**config.mk**
```make
export PLATFORM = sky130hd
export DESIGN_NAME = seqdet_param
export DESIGN_NICKNAME = d
export VERILOG_FILES = /design/src/rtl/seqdet_param.sv
export SDC_FILE = /design/constraint.sdc
export NUM_CORES = 1
export LEC_CHECK = 0
export CORE_MARGIN = 4
export CORE_UTILIZATION = 51
export DETAILED_ROUTE_END_ITERATION = 16
export HOLD_SLACK_MARGIN = 0.06
export PLACE_DENSITY = 0.8
export RECOVER_POWER = 25
export SKIP_LAST_GASP = 1
export SLEW_MARGIN = 10
export SYNTH_ARGS = -nofsm -noshare
export SYNTH_HDL_FRONTEND = slang
export SYNTH_SLANG_ARGS = --single-unit
```
**constraint.sdc**
```tcl
create_clock -name clk -period 4.7 [get_ports clk]
set_clock_uncertainty 0.05 [all_clocks]
set_input_delay 0.705 -clock clk [delete_from_list [all_inputs] [get_ports clk]]
set_output_delay 0.705 -clock clk [all_outputs]
set_load 0.03 [all_outputs]
```
**src/rtl/seqdet_param.sv**
```systemverilog
// Runtime-loadable serial sequence detector with overlap/non-overlap modes.
// Optional saturating match counter is compiled in with SEQDET_COUNT_EN.
module seqdet_param #(
    parameter int unsigned      PAT_W   = 8,
    parameter int unsigned      LEN_W   = 4,
    parameter int unsigned      CNT_W   = 16,
    parameter logic [PAT_W-1:0] DEF_PAT = PAT_W'(8'h12),
    parameter int unsigned      DEF_LEN = 5,
    parameter bit               DEF_OVL = 1'b1
) (
    input  logic             clk,
    input  logic             rst,
    input  logic             in_valid,
    input  logic             x,
    input  logic             pat_load,
    input  logic [PAT_W-1:0] pat_in,
    input  logic [LEN_W-1:0] pat_len,
    input  logic             ovl_in,
    output logic             z,
    output logic             armed,
    output logic [CNT_W-1:0] match_cnt
);

    logic [PAT_W-1:0] pat_q, pat_d;
    logic [LEN_W-1:0] len_q, len_d;
    logic             ovl_q, ovl_d;
    logic [PAT_W-1:0] hist_q, hist_d;
    logic [LEN_W-1:0] fill_q, fill_d;
    logic             z_q, z_d;
    logic             armed_q, armed_d;

    logic [PAT_W-1:0] hist_sh;
    logic [PAT_W-1:0] mask;
    logic [LEN_W:0]   fill_inc;
    logic [LEN_W-1:0] fill_sh;
    logic             hit;

    always_comb begin
        pat_d   = pat_q;
        len_d   = len_q;
        ovl_d   = ovl_q;
        hist_d  = hist_q;
        fill_d  = fill_q;
        z_d     = 1'b0;

        hist_sh  = {hist_q[PAT_W-2:0], x};
        fill_inc = {1'b0, fill_q} + (LEN_W+1)'(1);
        fill_sh  = (fill_inc >= {1'b0, len_q}) ? len_q : fill_inc[LEN_W-1:0];

        // Only the low len bits of history take part in the compare.
        mask = '0;
        for (int i = 0; i < int'(PAT_W); i++) begin
            mask[i] = (i < int'(len_q));
        end
        hit = (len_q != '0) && (fill_sh == len_q) && (((hist_sh ^ pat_q) & mask) == '0);

        if (pat_load) begin
            pat_d  = pat_in;
            len_d  = (pat_len > LEN_W'(PAT_W)) ? LEN_W'(PAT_W) : pat_len;
            ovl_d  = ovl_in;
            hist_d = '0;
            fill_d = '0;
        end else if (in_valid) begin
            hist_d = hist_sh;
            fill_d = fill_sh;
            if (hit) begin
                z_d = 1'b1;
                if (!ovl_q) begin
                    hist_d = '0;
                    fill_d = '0;
                end
            end
        end

        armed_d = (len_d != '0) && (fill_d >= len_d);
    end

    always_ff @(posedge clk or negedge rst) begin
        if (!rst) begin
            pat_q   <= DEF_PAT;
            len_q   <= LEN_W'(DEF_LEN);
            ovl_q   <= DEF_OVL;
            hist_q  <= '0;
            fill_q  <= '0;
            z_q     <= 1'b0;
            armed_q <= 1'b0;
        end else begin
            pat_q   <= pat_d;
            len_q   <= len_d;
            ovl_q   <= ovl_d;
            hist_q  <= hist_d;
            fill_q  <= fill_d;
            z_q     <= z_d;
            armed_q <= armed_d;
        end
    end

    assign z     = z_q;
    assign armed = armed_q;

`ifdef SEQDET_COUNT_EN
    logic [CNT_W-1:0] cnt_q;

    // Counts on the same edge that raises z, holding at all-ones.
    always_ff @(posedge clk or negedge rst) begin
        if (!rst) begin
            cnt_q <= '0;
        end else if (z_d && (cnt_q != '1)) begin
            cnt_q <= cnt_q + CNT_W'(1);
        end
    end

    assign match_cnt = cnt_q;
`else
    assign match_cnt = '0;
`endif

endmodule
```
---- After elaboration in Yosys (flattened, before gate mapping) ----
Index checks and enable logic that the tools add are counted.
word-level totals
  logic and storage cells ................. 43
  bits in registers ....................... 26
  output and inout bits ................... 18
  bits of input ports ..................... 18
cells by class
  reductions and logical operators ........ 7
  $lt $le $gt $ge ......................... 11
  bitwise gates (word level) .............. 2
  equality and inequality tests ........... 1
  $add $sub $neg .......................... 1
  multiplexer cells ....................... 14
operators with widths
  cell                                                        number
  2-to-1 mux 4 bit                                            7
  2-to-1 mux 7 bit                                            4
  less-than comparator 3 x 4 -> 1 bit (first input constant)  4
  bitwise AND 8 bit                                           1
  logical NOT 8 bit                                           1
  less-than comparator 1 x 4 -> 1 bit (first input constant)  2
  less-than comparator 2 x 4 -> 1 bit (first input constant)  2
  nonzero test 4 bit                                          2
  XOR 8 bit                                                   1
  adder 4 x 1 -> 5 bit (second input constant)                1
  greater-or-equal comparator 5 x 4 -> 1 bit                  1
  == test 4 bit                                               1
  greater-or-equal comparator 4 bit                           1
  > comparator 4 bit (second input constant)                  1
  logical AND 1 bit                                           3
  2-to-1 mux 1 bit                                            3
  nonzero test 2 bit                                          1

---- Longest topological paths before layout ----
Gate-level depths: netlist (run 1).
  depth in word-level cells ............... 11
  depth in mapped cells ................... 16
  gate-level depth less buffers ........... 15

---- Worst setup path after synthesis (run 1) ----
OpenSTA, ideal clock, no wires.
  path kind ............................... register to register
  start ................................... register fill_q[0]
  end ..................................... register armed_q (netlist: armed)
  stages on the path, launching flop included .. 17
  clock period less this slack ............ 3.362 ns
  path buffers ............................ 1
  library setup time ...................... 0.126 ns
  arrival time ............................ 3.186 ns
  data required time ...................... 4.524 ns
  setup slack ............................. 1.338 ns
  cells stage by stage .................... dfrtp_1 -> ha_1 -> xnor2_2 -> inv_1 -> ha_1 -> o21ai_0 -> o21ai_2 -> o2111ai_1 -> and2_1 -> buf_6 -> a221oi_1 -> ha_1 -> nand2b_1 -> a21o_1 -> a21oi_1 -> nor2b_1 -> o32a_1
between the ends
  word-level cells in the longest chain between the ends .. 11
  elaborated cells on any way between the ends .. 12
  classes of those cells .................. 1 x add/sub; 2 x order compare; 1 x eq/ne; 5 x mux; 3 x reduce/logical
RTL lines
  element                                     RTL line  RTL
  start: declaration                          28        logic [LEN_W-1:0] fill_q, fill_d;
  start signal: assignment                    92        fill_q <= fill_d;
  adder 4 x 1 -> 5 bit                        47        fill_inc = {1'b0, fill_q} + (LEN_W+1)'(1);
  greater-or-equal comparator 5 x 4 -> 1 bit  48        fill_sh = (fill_inc >= {1'b0, len_q}) ? len_q : fill_inc[LEN_W-1:0];
  2-to-1 mux 4 bit                            48
  == test 4 bit                               55        hit = (len_q != '0) && (fill_sh == len_q) && (((hist_sh ^ pat_q) & mask) == '0);
  logical AND 1 bit (2 in series)             55
  2-to-1 mux 4 bit                            66        if (hit) begin
  2-to-1 mux 4 bit (*)                        63        end else if (in_valid) begin
  2-to-1 mux 4 bit (*)                        57        if (pat_load) begin
  greater-or-equal comparator 4 bit (*)       75        armed_d = (len_d != '0) && (fill_d >= len_d);
  logical AND 1 bit (*)                       75
  via armed_d                                 30        logic armed_q, armed_d;
  end signal: assignment                      94        armed_q <= armed_d;
  end: declaration                            30
The timed path passes the listed nets; every way through them passes the cells marked *.
A chain may end at the register's enable or synchronous reset.

---- Worst setup path after layout (run 1) ----
Same ends and word-level chain as after synthesis.

==> key figures, run 1 <==
Routing
  – Wire per inst: 14.81 µm
  – Vias: 1241
  – Residual DRC: 0
  – DR iter-0 viols: 59
  – DRT antenna net count: 0
  – Router iterations before antenna repair: 4
  – Routed WL: 3348 µm
  – Via density: 5.491

Yosys
  – Avg Cell Area, Syn: 10.21 µm²
  – Mapped Area: 1695 µm²
  – Post-Syn Instances: 166
  – Asr flop ratio synth: 100.0%
  – Predominant post-synthesis flop cell: dfrtp_1
  – Post-synth EDFFs: 0
  – Flops & latches, synth: 26
  – Synth Warn #: 0
  – Largest area contributor in the netlist: dfrtp_1
  – Register area share after synthesis: 38.75%
  – Yosys top cell area share: 31.00%
  – Main area contributors after synthesis: dfrtp_1 31%, dfstp_2 7.7%, mux2_2 7.3%
  – Yosys cell types: 40

Placement
  – IO Port Bufs: 19
  – Placed standard-cell area: 1853 µm²
  – Final Wtd Congestion: 0.8267
  – Dpl hpwl: 2598 µm
  – Placed Cells incl. Taps: 222

Clocking
  – Clock Latency Late Sink: 0.33 ns
  – Clock root buffer: clkbuf_4
  – Clock-pin slew on the worst setup and hold paths: 0.14 ns
  – Sink Count: 26
  – Post-CTS Setup Bufs: 0
  – # resized after CTS: 0
  – CTS tree: done
  – H-tree levels: 1
  – Num CTS Buffers: 3
  – CTS hold repair buffers: 0
  – Clk buf depth: 2

Critical path
  – Startpoint Class: flop
  – Slowest-stage cell, CP: dfrtp_1
  – Reg-to-reg critical path endpoint: armed
  – Worst R2R Start: fill_q[0]
  – Worst path most repeated cell: ha_1
  – Critical-path cell list: ha_1 > xnor2_2 > inv_1 > ha_1 > o21ai_0 > o21ai_2 > o2111ai_1 > and2_1 > a221oi_1 > ha_1 > nand2b_1 > a21o_1 > a21oi_1 > nor2b_1 > o32a_1
  – R2r setup slk: 0.90 ns
  – Crit path required time: 4.87 ns
  – Crit-path max FO: 10
  – Critical path's largest stage delay: 0.49 ns
  – WP data arrival: 3.98 ns
  – Setup CP Type: flop to flop
  – Worst setup EP type: flop
  – Worst R2R Path Depth: 15

Flow run
  – Total of max-cap violations: 0

Floorplan
  – I/O pins: 36
  – Die Area: 4311 µm²
  – Initial cell density of the core: 54.20%
  – Placeable Area: 3128 µm²
  – Placement row count: 20
  – DIE WIDTH: 65.66 µm
  – Die height: 65.66 µm

Timing
  – Post-route setup TNS: 0 ns
  – Unrepaired setup endpoints after global routing: no
  – Worst Max-Slew Pin Slew: 1.368 ns
  – Post-route clock period utilization: 80.91%
  – Setup violators final: 0
  – Peak Freq: 263.0 MHz
  – Min Tclk post-route: 3.803 ns
  – Final Max Slew Viols: 0
  – Normalized max-slew margin: 8.770%
  – Final-report hold violation count: 0

Final layout
  – Final std cells w/o fill: 226
  – Area growth syn-to-layout: 12.18%
  – Final Cell Area: 1902 µm²
  – Ant diodes: 0
  – Layout cells sized above 1: 13.74%
  – Final nets: 210
  – Fillers: 254

Global routing
  – GRT Resource Usage Total: 17.11%
  – Vias in the first global route: 1226
  – First-pass GRT wire length: 5678 µm
  – Initial antenna violation count: 0
  – Largest net degree at the start of global routing: 27
  – Total congestion overflow: 0

Status
  – Status: finished clean

Pwr
  – Static leakage: 0.8796 nW
  – Max VDD drop: 0.1939 mV
  – P per Cell Area: 357.6 nW/µm²

Min path
  – Hold Path End: pat_q[2]
  – Hold Path Class: flop to flop
  – Min-delay src: pat_q[2]
  – Hold Crit Depth: 1
[per-layer routing]
metal  vias up  global-route usage, %  share of wire [%]
met5         -                      0                  0
met4         0                  6.218                1.4
met3         6                  3.248                7.9
met2        56                  29.04                 48
met1       589                  21.48                 43
li1        590                      -                  -
[cells in the mapped netlist, types with 2 or more instances]
cell type   n
clkbuf_1    6
and2_1      2
o211ai_1    2
nand2b_1    3
ha_1        9
o21ai_0     8
nand3_1     2
a21oi_1     4
mux2_2     11
xnor2_1    10
dfstp_2     5
xor2_1      4
a221o_1     9
and3_1      7
nor2_1      4
mux2i_1     2
buf_4      16
inv_1      11
nand2_1    10
dfrtp_1    21
[cell type report]
type,instances,area [µm²],share of cell area [%]
Sequential cell,26,656.9,34.54
Clock inverter,1,30.03,1.579
Multi-Input combinational cell,120,894.6,47.04
Inverter,11,41.29,2.171
Timing Repair Buffer,21,201.4,10.59
Clock buffer,3,22.52,1.184
Tap cell,44,55.05,2.895
[layout by cell type, fill, tap and decap left out, drive strengths merged, types with 2 or more instances in the layout]
master         count
dfrtp             21
clkdlybuf4s50     18
conb              16
inv               11
mux2              11
xnor2             11
nand2             10
a221o              9
ha                 9
o21ai              9
and3               7
dfstp              5
nor2               4
a21oi              4
xor2               4
clkbuf             4
nand2b             3
mux2i              2
nand3              2
and2               2
o211ai             2
nor4               2
[through the flow]
step / power, mW / utilization [%] / hold WS (ns) / setup slack (ns)
6_report: 0.6801 / 60.80 / 0.4997 / 0.8970
5_1_grt: 0.7273 / 60.80 / 0.5257 / 0.5517
4_1_cts: 0.6831 / 60.92 / 0.5064 / 0.9063
3_5_place_dp: 0.5277 / 59.24 / 0.4741 / 0.9895
3_3_place_gp: 0.5148 / 59.24 / 0.4639 / 1.183
2_1_floorplan: 0.4722 / - / 0.3594 / 1.338
[registers in the layout, summed over array words and instances, names as in the netlist]
register / flops
armed: 1
z: 1
pat_q: 8
fill_q: 4
ovl_q: 1
len_q: 4
hist_q: 7
[critical path: cells and delay by family, from the launching register on]
family                     cells  cell delay [ns]
AOI/OAI and AO/OA              7             1.51
adders and majority gates      3             0.87
buffers and inverters          1             0.07
and+or+nand+nor                3             0.51
DFF                            1             0.49
xor gates and xnor gates       1             0.22
[worst max-delay path by stage]
stage               startpoint    end  slack (ns)  cells past startpoint
floorplan            fill_q[0]  armed        1.34                     16
global placement     fill_q[0]  armed        1.18                     15
detailed placement   fill_q[0]  armed        0.99                     15
CTS                  fill_q[0]  armed        0.91                     15
global route         fill_q[0]  armed        0.55                     15
finish               fill_q[0]  armed        0.90                     15
[report_power, final]
group          switching (mW)  total [mW]  internal (mW)
Clock                  0.0673       0.154         0.0863
Sequential             0.0320       0.284          0.252
Combinational           0.132       0.243          0.111
[kinds of logic after synthesis]
logic type,Yosys count,synth area share (%)
flip-flops,26,38.75
buffers and inverters,35,11.81
AO/OA/AOI/OAI,35,16.02
multiplexers,13,8.487
AND/OR/NAND/NOR,32,9.889
adder cells (fa/ha/maj),9,6.642
other,1,0.2212
XOR/XNOR,15,8.192
(Power assumes the default switching activity.)
==> inputs of run 2 (changes only) <==
==> constraint.sdc (replaced) <==
create_clock -name clk -period 3.7 [get_ports clk]
set_clock_uncertainty 0.05 [all_clocks]
set_input_delay 0.555 -clock clk [delete_from_list [all_inputs] [get_ports clk]]
set_output_delay 0.555 -clock clk [all_outputs]
set_load 0.03 [all_outputs]
==> run 2 against run 1 <==
Net effect:
- setup slack lost 0.66 ns
- highest routed layer unchanged
- global-route usage grew 1.7 points
- critical path depth grew 1
- non-clock buffer count grew 6
- sequential share of layout area shrank 0.76 points
- die area is the same
- critical path type unchanged
- critical endpoint unchanged
- design area grew 2.2%
- cell count grew 2.7%
- sequential power grew 28%
- fmax grew 9.8%
- combinational power grew 40%
==> key figures, run 2 (same netlist as run 1, synthesis figures left out) <==
Timing
  – Final Max Slew Viols: 0
  – Unrepaired setup endpoints after global routing: no
  – Peak Freq: 288.8 MHz
  – Min Tclk post-route: 3.462 ns
  – Worst Max-Slew Pin Slew: 1.383 ns
  – Final-report hold violation count: 0
  – Normalized max-slew margin: 7.776%
  – Setup violators final: 0
  – Post-route setup TNS: 0 ns
  – Post-route clock period utilization: 93.58%

Final layout
  – Final Cell Area: 1944 µm²
  – Ant diodes: 0
  – Most frequent cells in the layout: 21 x dfrtp_1, 18 x clkdlybuf4s50_1, 16 x conb_1, 11 x inv_1, 11 x mux2_2
  – Final nets: 216
  – Biggest regs: pat_q (8), hist_q (7)
  – Area growth syn-to-layout: 14.69%
  – Largest register FFs: 8
  – Commonest non-fill, non-tap cell in the layout: dfrtp_1
  – Layout cells sized above 1: 17.02%
  – Biggest register: pat_q

Critical path
  – Crit path buf inv count: 2
  – Setup CP Type: flop to flop
  – WP data arrival: 3.64 ns
  – Critical Path Start: fill_q[0]
  – Worst R2R Path Depth: 16
  – Worst R2R Start: fill_q[0]
  – Critical path's largest stage delay: 0.50 ns
  – Crit-path max FO: 7
  – Critical path depth: 16
  – CP delay by family, top: compound AO/OA/AOI/OAI gates
  – Startpoint Class: flop
  – Worst setup EP type: flop
  – Critical-path cell list: ha_1 > xnor2_2 > inv_1 > ha_1 > o21ai_0 > o21ai_2 > buf_4 > mux2i_1 > and2_1 > a221oi_1 > ha_1 > nand2b_1 > a21o_1 > a21oi_1 > nor2b_1 > o32a_1
  – Crit path required time: 3.88 ns
  – Worst path most repeated cell: ha_1
  – Slowest-stage cell, CP: dfrtp_1

Routing
  – Router iterations before antenna repair: 4
  – Via density: 5.534
  – Routed WL: 3668 µm
  – DR iter-0 viols: 59
  – Wire per inst: 15.81 µm
  – DRT antenna net count: 0
  – Vias: 1284
  – Residual DRC: 0

Clocking
  – Clock Latency Late Sink: 0.34 ns
  – H-tree levels: 1
  – CTS tree: done
  – Num CTS Buffers: 3
  – Clock-pin slew on the worst setup and hold paths: 0.15 ns
  – Clk buf depth: 2
  – CTS hold repair buffers: 0
  – Clock root buffer: clkbuf_4
  – Sink Count: 26

Placement
  – Dpl hpwl: 2679 µm
  – Final Wtd Congestion: 0.8682
  – IO Port Bufs: 19
  – Placed standard-cell area: 1876 µm²

Global routing
  – Vias in the first global route: 1388
  – Total congestion overflow: 0
  – Initial antenna violation count: 0
  – GRT Resource Usage Total: 18.79%
  – Largest net degree at the start of global routing: 27
  – First-pass GRT wire length: 6334 µm

Floorplan
  – Placement row count: 20
  – Placeable Area: 3128 µm²
  – Initial cell density of the core: 54.20%
  – I/O pins: 36
  – Die height: 65.66 µm
  – Die Area: 4311 µm²
  – DIE WIDTH: 65.66 µm

Min path
  – Hold Path Class: input pin to async pin

Pwr
  – Design Power: 0.9041 mW
  – Max VDD drop: 0.2117 mV
  – Static leakage: 0.9106 nW
  – P per Cell Area: 465.0 nW/µm²

Status
  – Status: finished clean

Flow run
  – Total of max-cap violations: 0
-- run 2: cell count changes in the layout (fill, tap and decap cells not counted), sizes merged --
| cell | before | now |
|---|---|---|
| buf | 1 | 8 |
| dlygate4sd3 | 1 | 0 |
-- run 2: report_power, final --
group / total (mW) / switching (mW) / internal [mW]
registers: 0.363 / 0.0432 / 0.320
logic: 0.341 / 0.173 / 0.168
clock network: 0.201 / 0.0908 / 0.110
-- run 2: path summary, 6_finish.rpt --
check | to | slack (ns)
min in group clk | pat_q[3] | 0.50
max reg2reg | armed | 0.24
min reg2reg | pat_q[3] | 0.50
max | armed | 0.24
min | hist_q[0] | 0.45
max in group asynchronous | ovl_q | 2.34
-- run 2: routing by layer --
metal  vias to the layer above  track usage, %  share of wire, %
li1                        608               -                 -
met1                       616           24.11                43
met2                        48           30.54                48
met3                        12           3.077               5.5
met4                         0           9.067               3.1
met5                         -               0                 0
-- run 2: timing repair --
item                       4_1_cts  5_1_grt
gates resized for setup          0        0
setup buffers                    0        3
setup endpoints to repair        0        1
-- run 2: layout make-up --
type | count | area [µm²]
clock buffer | 3 | 22.52
clock inverter | 1 | 30.03
fill | 277 | 1184
inverter | 11 | 41.29
multi-input combinational | 120 | 894.6
sequential | 26 | 656.9
tap | 44 | 55.05
timing repair buffer | 27 | 244.0
-- run 2: worst register-to-register path, stage by stage, from the launching register on --
cell and delay [ns]:
dfrtp_1 0.50, ha_1 0.32, xnor2_2 0.21, inv_1 0.07, ha_1 0.26, o21ai_0 0.21
o21ai_2 0.10, buf_4 0.16, mux2i_1 0.14, and2_1 0.17, a221oi_1 0.21, ha_1 0.27
nand2b_1 0.14, a21o_1 0.17, a21oi_1 0.14, nor2b_1 0.06, o32a_1 0.17
-- run 2: per-stage QoR --
| stage | std cells | hold WS [ns] | util, % | setup WS (ns) |
|---|---|---|---|---|
| final | 232 | 0.4527 | 62.16 | 0.2377 |
| after CTS | 229 | 0.5056 | 61.64 | 0.08120 |
| after global placement | 225 | 0.4631 | 59.96 | 0.3168 |
| after floorplan | 181 | 0.2094 | - | 0.3379 |
| after detailed placement | 225 | 0.4724 | 59.96 | 0.1097 |
| after global routing | 232 | 0.5361 | 62.16 | 0.006730 |
==> inputs of run 3 (changes only) <==
--- a/config.mk
+++ b/config.mk
@@ -6,10 +6,11 @@
 export NUM_CORES = 1
 export LEC_CHECK = 0
 export CORE_MARGIN = 4
-export CORE_UTILIZATION = 51
+export CORE_UTILIZATION = 42
+export CTS_CLUSTER_SIZE = 30
 export DETAILED_ROUTE_END_ITERATION = 16
 export HOLD_SLACK_MARGIN = 0.06
-export PLACE_DENSITY = 0.8
+export PLACE_DENSITY = 0.68
 export RECOVER_POWER = 25
 export SKIP_LAST_GASP = 1
 export SLEW_MARGIN = 10
==> run 3 against run 2 <==
Net effect:
- non-clock buffer count stayed put
- sequential share of layout area is 0.66 points lower
- total power is 5.1% higher
- core utilization is 9.5 points lower
- sequential power hardly changed
- combinational power is 2% higher
- critical endpoint unchanged
- largest cell class unchanged
- highest routed layer unchanged
==> key figures, run 3 (same netlist as run 1, synthesis figures left out) <==
Status
  – Status: finished clean

Final layout
  – Most frequent cells in the layout: 20 x dfrtp_1, 18 x clkdlybuf4s50_1, 16 x conb_1, 11 x inv_1, 11 x mux2_2
  – Biggest register: pat_q
  – Commonest non-fill, non-tap cell in the layout: dfrtp_1
  – Area growth syn-to-layout: 17.20%
  – Fin util: 52.69%
  – Biggest regs: pat_q (8), hist_q (7)
  – Largest register FFs: 8
  – Ant diodes: 0
  – Final nets: 216
  – Layout cells sized above 1: 18.62%
  – Fillers: 326

Critical path
  – Worst path most repeated cell: ha_1
  – Crit path required time: 3.81 ns
  – Crit-path max FO: 7
  – Worst setup EP type: flop
  – Startpoint Class: flop
  – Slowest-stage cell, CP: dfrtp_2
  – Critical-path cell list: ha_2 > xnor2_2 > inv_1 > ha_1 > o21ai_0 > o21ai_2 > o2111ai_2 > and2_1 > a221oi_2 > ha_1 > nand2b_1 > a21o_1 > a21oi_1 > nor2b_1 > o32a_1
  – Setup CP Type: flop to flop
  – Critical path's largest stage delay: 0.47 ns
  – WP data arrival: 3.57 ns

Routing
  – Residual DRC: 0
  – DRT antenna net count: 0
  – Router iterations before antenna repair: 4
  – Routed WL: 3739 µm
  – Vias: 1268
  – DR iter-0 viols: 60
  – Via density: 5.373
  – Wire per inst: 15.84 µm

Clocking
  – Clock-pin slew on the worst setup and hold paths: 0.10 ns
  – Clock root buffer: clkbuf_8
  – Sink Count: 26
  – Clk buf depth: 2
  – CTS tree: done
  – CTS hold repair buffers: 0
  – H-tree levels: 1
  – Num CTS Buffers: 3
  – Clock Latency Late Sink: 0.28 ns

Global routing
  – GRT Resource Usage Total: 15.06%
  – Largest net degree at the start of global routing: 27
  – Vias in the first global route: 1258
  – Total congestion overflow: 0
  – First-pass GRT wire length: 6085 µm
  – Initial antenna violation count: 0

Pwr
  – Max VDD drop: 0.2475 mV
  – P per Cell Area: 478.1 nW/µm²
  – Static leakage: 0.9161 nW

Timing
  – Normalized max-slew margin: 6.154%
  – Post-route setup TNS: 0 ns
  – Worst Max-Slew Pin Slew: 1.408 ns
  – Final Max Slew Viols: 0
  – Setup violators final: 0
  – Final-report hold violation count: 0
  – Post-route clock period utilization: 93.59%
  – Min Tclk post-route: 3.463 ns
  – Peak Freq: 288.8 MHz

Floorplan
  – Die height: 71.54 µm
  – Die Area: 5117 µm²
  – Placement row count: 22
  – DIE WIDTH: 71.54 µm
  – I/O pins: 36
  – Initial cell density of the core: 44.96%
  – Placeable Area: 3771 µm²

Placement
  – Final Wtd Congestion: 0.9316
  – Dpl hpwl: 2789 µm
  – IO Port Bufs: 19

Min path
  – Hold Path Class: flop to flop

Flow run
  – Total of max-cap violations: 0
run 3: changes by cell type in the layout (fill, tap and decap cells not counted):
cell,delta
ha_1,-1
a221oi_1,-1
dfrtp_2,+1
ha_2,+1
o2111ai_1,-1
dfrtp_1,-1
clkbuf_8,+3
a221oi_2,+1
clkbuf_4,-3
buf_4,-1
o2111ai_2,+1
dlygate4sd3_1,+1
run 3: what timing repair did:
item,CTS,global route
buffers inserted,0,3
hold endpoints to repair,0,0
setup endpoints to repair,0,1
gates resized for setup,0,4
run 3: metrics by stage:
step	setup WS [ns]	instance area, µm²	hold WS, ns	cells	total power [mW]
detailed placement	0.1466	1881	0.4699	229	0.6760
finish	0.2372	1987	0.4873	236	0.9499
floorplan	0.3379	1752	0.2094	181	0.5998
global route	-0.01110	1987	0.5070	236	1.005
CTS	0.09023	1952	0.4927	233	0.9203
global placement	0.3071	1881	0.4617	229	0.6632
run 3: path summary, 6_finish.rpt:
| path | startpoint | end | slack, ns | cells after the start |
|---|---|---|---|---|
| max reg2reg | fill_q[0] | armed | 0.24 | 15 |
| min in group asynchronous | rst | pat_q[0] | 1.07 | 2 |
| max | fill_q[0] | armed | 0.24 | 15 |
| min | pat_q[3] | pat_q[3] | 0.49 | 1 |
| max in group asynchronous | rst | fill_q[0] | 1.61 | 2 |
| min reg2reg | pat_q[3] | pat_q[3] | 0.49 | 1 |
run 3: layer usage:
layer	part of all wire (%)	GRT usage, %	up-vias
met2	49	25.61	39
met4	1.3	3.967	0
met5	0	0	-
li1	-	-	603
met3	5.1	1.823	6
met1	44	20.23	620
run 3: area by class of cell:
| cell class | count | area, µm² | area share [%] |
|---|---|---|---|
| multi-input combinational | 120 | 909.6 | 45.78 |
| sequential | 26 | 658.1 | 33.12 |
| clock buffer | 3 | 41.29 | 2.078 |
| inverter | 11 | 41.29 | 2.078 |
| timing repair buffer | 27 | 246.5 | 12.41 |
| clock inverter | 1 | 30.03 | 1.511 |
| tap | 48 | 60.06 | 3.023 |
run 3: worst max-delay path, delay by kind of cell (launching register included):
| family | cells | cell delay (ns) |
|---|---|---|
| and+or+nand+nor | 3 | 0.43 |
| AOI/OAI and AO/OA | 7 | 1.33 |
| buffers and inverters | 1 | 0.06 |
| adders and majority gates | 3 | 0.78 |
| DFF | 1 | 0.47 |
| xor gates and xnor gates | 1 | 0.22 |
run 3: where the power goes:
group	switching, mW	total, mW	leakage [nW]	internal, mW
Combinational	0.179	0.347	0.557	0.167
Clock	0.0958	0.241	0.0357	0.145
Sequential	0.0418	0.362	0.323	0.320
Total	0.317	0.950	0.916	0.633
